**src/rtl/qpu_exu_moitf.sv**
```systemverilog
// ---------------------------------------------------------------------------
// qpu_exu_moitf -- outstanding measure instruction tracking FIFO
//
// Sits right after dispatch. Every dispatched measure instruction pushes its
// qubit list; results from the measurement unit pop entries in order. The OR
// of all pending qubit lists is published so dispatch can stall any consumer
// of FMR / measure results / qubit flags that touches a pending qubit.
//
// Optional build macro: QPU_MOITF_CHK_EN
//   defined   -> moitf_err flags (sticky until rst) a result whose qubit list
//                differs from the head entry, or a result arriving while empty
//   undefined -> no compare logic, moitf_err tied low
//
// Ports
//   clk, rst              core clock, async active-high reset
//   disp_moitf_ena        allocate an entry for the dispatched measure
//   disp_moitf_ready      an allocation can be accepted (~full)
//   disp_oitf_qfren       dispatch instruction uses the qubit flag
//   disp_oitf_qubitlist   qubit list of the dispatch instruction
//   oitfqf_match_dispql   dispatch list overlaps a pending measure
//   mres_valid            measurement result for the oldest entry
//   mres_qubitlist        qubit list returned with the result
//   mres_ready            result accepted (~empty)
//   moitf_empty/full/cnt  occupancy status
//   moitf_pend_qubits     OR of qubit lists of all valid entries
//   moitf_err             sticky protocol error (checker build only)
// ---------------------------------------------------------------------------
module qpu_exu_moitf #(
  parameter  int DEPTH     = 4,
  parameter  int QUBIT_NUM = 8,
  localparam int PTR_W     = $clog2(DEPTH)
) (
  input  logic                 clk,
  input  logic                 rst,
  input  logic                 disp_moitf_ena,
  output logic                 disp_moitf_ready,
  input  logic                 disp_oitf_qfren,
  input  logic [QUBIT_NUM-1:0] disp_oitf_qubitlist,
  output logic                 oitfqf_match_dispql,
  input  logic                 mres_valid,
  input  logic [QUBIT_NUM-1:0] mres_qubitlist,
  output logic                 mres_ready,
  output logic                 moitf_empty,
  output logic                 moitf_full,
  output logic [PTR_W:0]       moitf_cnt,
  output logic [QUBIT_NUM-1:0] moitf_pend_qubits,
  output logic                 moitf_err
);

  localparam logic [PTR_W:0] PTR_ONE = {{PTR_W{1'b0}}, 1'b1};

  // Pointers carry one extra wrap bit so full and empty are distinguishable.
  logic [PTR_W:0]                      alc_ptr_q, alc_ptr_d;
  logic [PTR_W:0]                      ret_ptr_q, ret_ptr_d;
  logic [DEPTH-1:0]                    vld_q, vld_d;
  logic [DEPTH-1:0][QUBIT_NUM-1:0]     ent_q, ent_d;
  logic [DEPTH-1:0][QUBIT_NUM-1:0]     ent_msk;
  logic [PTR_W-1:0]                    alc_idx, ret_idx;
  logic                                alc_en, ret_en;

  assign alc_idx = alc_ptr_q[PTR_W-1:0];
  assign ret_idx = ret_ptr_q[PTR_W-1:0];

  assign moitf_empty = (alc_ptr_q == ret_ptr_q);
  assign moitf_full  = (alc_idx == ret_idx) && (alc_ptr_q[PTR_W] != ret_ptr_q[PTR_W]);
  assign moitf_cnt   = alc_ptr_q - ret_ptr_q;

  // No full bypass: a retire in the same cycle does not free a slot early.
  assign disp_moitf_ready = ~moitf_full;
  assign mres_ready       = ~moitf_empty;

  assign alc_en = disp_moitf_ena & ~moitf_full;
  assign ret_en = mres_valid & ~moitf_empty;

  // alc_idx == ret_idx only when empty or full, and then one of the two
  // enables is low, so set/clear never hit the same valid bit.
  always_comb begin
    alc_ptr_d = alc_ptr_q;
    ret_ptr_d = ret_ptr_q;
    vld_d     = vld_q;
    ent_d     = ent_q;
    if (alc_en) begin
      ent_d[alc_idx] = disp_oitf_qubitlist;
      vld_d[alc_idx] = 1'b1;
      alc_ptr_d      = alc_ptr_q + PTR_ONE;
    end
    if (ret_en) begin
      vld_d[ret_idx] = 1'b0;
      ret_ptr_d      = ret_ptr_q + PTR_ONE;
    end
  end

  // Pending list comes from registered state only, so the match output has
  // no combinational path from disp_moitf_ena or mres_valid.
  for (genvar i = 0; i < DEPTH; i++) begin : g_ent
    assign ent_msk[i] = ent_q[i] & {QUBIT_NUM{vld_q[i]}};
  end

  always_comb begin
    moitf_pend_qubits = '0;
    for (int i = 0; i < DEPTH; i++) begin
      moitf_pend_qubits = moitf_pend_qubits | ent_msk[i];
    end
  end

  assign oitfqf_match_dispql = disp_oitf_qfren & (|(disp_oitf_qubitlist & moitf_pend_qubits));

  always_ff @(posedge clk or posedge rst) begin
    if (rst) begin
      alc_ptr_q <= '0;
      ret_ptr_q <= '0;
      vld_q     <= '0;
    end else begin
      alc_ptr_q <= alc_ptr_d;
      ret_ptr_q <= ret_ptr_d;
      vld_q     <= vld_d;
    end
  end

  // Entry payload is qualified by vld_q, so it needs no reset.
  always_ff @(posedge clk) begin
    ent_q <= ent_d;
  end

`ifdef QPU_MOITF_CHK_EN
  logic err_q, err_d;

  assign err_d = err_q
               | (ret_en & (mres_qubitlist != ent_q[ret_idx]))
               | (mres_valid & moitf_empty);

  always_ff @(posedge clk or posedge rst) begin
    if (rst) err_q <= 1'b0;
    else     err_q <= err_d;
  end

  assign moitf_err = err_q;
`else
  logic unused_mres;
  assign unused_mres = ^mres_qubitlist;
  assign moitf_err   = 1'b0;
`endif

endmodule

```
**config.mk**
```make
export PLATFORM = sky130hd
export DESIGN_NAME = qpu_exu_moitf
export DESIGN_NICKNAME = d
export VERILOG_FILES = /design/src/rtl/qpu_exu_moitf.sv
export SDC_FILE = /design/constraint.sdc
export NUM_CORES = 1
export LEC_CHECK = 0
export BUFFER_PORTS_ARGS = -buffer_cell sky130_fd_sc_hd__buf_2
export CORE_MARGIN = 2
export CORE_UTILIZATION = 40
export CTS_CLUSTER_DIAMETER = 100
export DETAILED_ROUTE_END_ITERATION = 7
export SYNTH_ARGS = -nofsm -noshare
export SYNTH_HDL_FRONTEND = slang
export SYNTH_SLANG_ARGS = --single-unit
```
**constraint.sdc**
```tcl
create_clock -name clk -period 1.5 [get_ports clk]
set_input_delay 0.3 -clock clk [delete_from_list [all_inputs] [get_ports clk]]
set_output_delay 0.3 -clock clk [all_outputs]
set_load 0.05 [all_outputs]
```
==> impl_results.md <==
- Status: finished with violations
- Failing checks: negative setup slack
- Final core utilization: 0.687
- Vias in the first global route: 1376
- Layout area overhead: 64.9%
- Worst hold margin: 0.248 ns
- Synth area leaders: edfxtp_1 (53%), dfrtp_1 (14%), a22oi_1 (8.3%)
- Setup Skew: 0.00359 ns
- DRT antenna net count: 0
- DRT iter0 DRCs: 34
- Mapped Area: 1820 sq um
- Via density: 4.98
- Filler cells: 297
- DP Worst Slack: -0.230 ns
- Max-Cap Viols: 0
- Maximum number of pins on one net before global-route repair: 13
- Die X: 71.4 um
- Clock Latency Late Sink: 0.29 ns
- Worst setup EP type: output pin
- First-pass GRT wire length: 7.07 mm
- Die Y: 71.4 um
- Syn Inst Count: 125
- Sequential element share of the synthesized area: 0.667
- Crit path time final: 1.99 ns
- Htree depth: 2
- Final setup viols: 54
- Synth cell types: 21
- Final instance area: 2990 sq um
- Die ar.: 5090 sq um
- Placed Area: 2510 sq um
- Top Ports: 38
- Pre-Repair DR Iteration Count: 3
- Yosys top cell by area: edfxtp_1
- Hold Crit Class: in2reg
- Post-DR wirelength/cell: 17.1 um
- Layout cells sized above 1: 0.700
- Row count: 24
- CP startpoint: vld_q[2]
- Synth warn: 0
- Initial antenna violation count: 0
- GR Overflow Total: 0
- Number of synthesized register bits: 42
- Reg area: 1220 sq um
- Post-route setup slack: -0.494 ns
- Unrepaired setup endpoints after global routing: yes
- Hold Startpoint: disp_oitf_qubitlist[2]
- All-Layer GR Usage: 0.190
- Critical path class: reg2out
- Nets@finish: 231
- Critical Path RT: 1.20 ns
- Via count: 1256
- Multi-input logic area: 880 sq um
- Clock Sinks: 42
- IO Port Bufs: 28
- Critical path arrival: 1.69 ns
- Yosys top cell area share: 0.529
- CP Max Fanout: 3
- Final Slew Violations: 0
- WL final: 4.31 mm
- Clk buf depth: 2
- Fin crit share: 1.33
- Starting density of the core: 0.417
- Hold Vio Cnt, Final: 0
- Reg2reg start: ret_ptr_q[1]
- Startpoint types: flop
- Most frequent cells in the layout: edfxtp_1 (32), buf_4 (23), buf_6 (21)
- Avg Inst Size Synth: 14.5 sq um
- HPWL Detailed: 2.87 mm
- CTS tree: yes
- CTS clk-pin slew, worst paths: 0.08 ns
- Num CTS Buffers: 5
- # diodes: 0
- Most common cell after layout, fill and taps aside: edfxtp_1
- CTS root buffer: clkbuf_8
- Placer Congestion: 0.725
- Syn_nets: 157
- Drc violations: 0
- Fmax: 502 MHz
- Core box area: 4350 sq um
[final cells by class]
cell class	count	area share
Clock buffer	7	0.0255
Clock inverter	1	0.0100
Inverter	12	0.0222
Multi-Input combinational cell	70	0.294
Sequential cell	42	0.406
Tap cell	52	0.0217
Timing Repair Buffer	68	0.220
[final timing paths]
path,end,slack [ns],cells past startpoint
setup / recovery,oitfqf_match_dispql,-0.49,6
hold / removal,ent_q[26],0.25,1
setup reg to reg,vld_q[1],-0.09,7
min in group asynchronous,alc_ptr_q[0],0.53,3
max in group asynchronous,alc_ptr_q[2],0.66,3
hold reg to reg,alc_ptr_q[2],0.56,1
[cell usage after synthesis (all sizes together)]
library cell / n
conb: 1
nand3: 1
clkbuf: 4
buf: 1
edfxtp: 32
and2: 3
a41oi: 1
o21ai: 2
a2bb2oi: 3
inv: 12
nand2: 13
a22oi: 20
fa: 1
a31oi: 1
a21oi: 2
or2: 1
ha: 10
dfrtp: 10
o21a: 1
xnor2: 6
[worst max-delay path, stage by stage, from the launching register on]
cell     delay [ns]
dfrtp_2        0.44
buf_6          0.14
a22oi_2        0.19
nand2_4        0.07
a22oi_2        0.24
a41oi_4        0.15
buf_6          0.17
[per-layer routing]
metal	part of all wire	global-route usage	wire length, um
met5	0	0	0
met4	0.022	0.0755	93
met3	0.033	0.0450	141
met2	0.55	0.332	2380
met1	0.39	0.225	1690
[registers in the layout (all words and copies together) (netlist names)]
signal	count
ent_q	32
vld_q	4
alc_ptr_q	3
ret_ptr_q	3
[per-stage QoR]
step	setup TNS, ns	instances
after floorplan	-1.08	125
after global placement	-1.52	229
after detailed placement	-2.49	229
after CTS	-7.25	247
after global routing	-9.29	252
final	-6.53	252
[cell families (layout without fill, tap and decap cells)]
group / count (synthesis) / after routing / synth area share
AOI/OAI and AO/OA: 30 / 31 / 0.133
xor gates and xnor gates: 6 / 6 / 0.0331
adders and majority gates: 11 / 11 / 0.0799
buffers and inverters: 17 / 88 / 0.0372
DFF: 42 / 42 / 0.667
other: 1 / 1 / 0.00207
and+or+nand+nor: 18 / 21 / 0.0476
[repair_timing]
item	CTS	global route
hold buffers	1	0
pin swaps	20	19
gates resized for setup	54	28
cloned	4	0
hold endpoints to repair	10	0
endpoints found under the setup margin	51	58
setup buffers	5	6
Power is not shown: default switching activity piles up to over one toggle a cycle in this logic, so the estimate is an artifact.
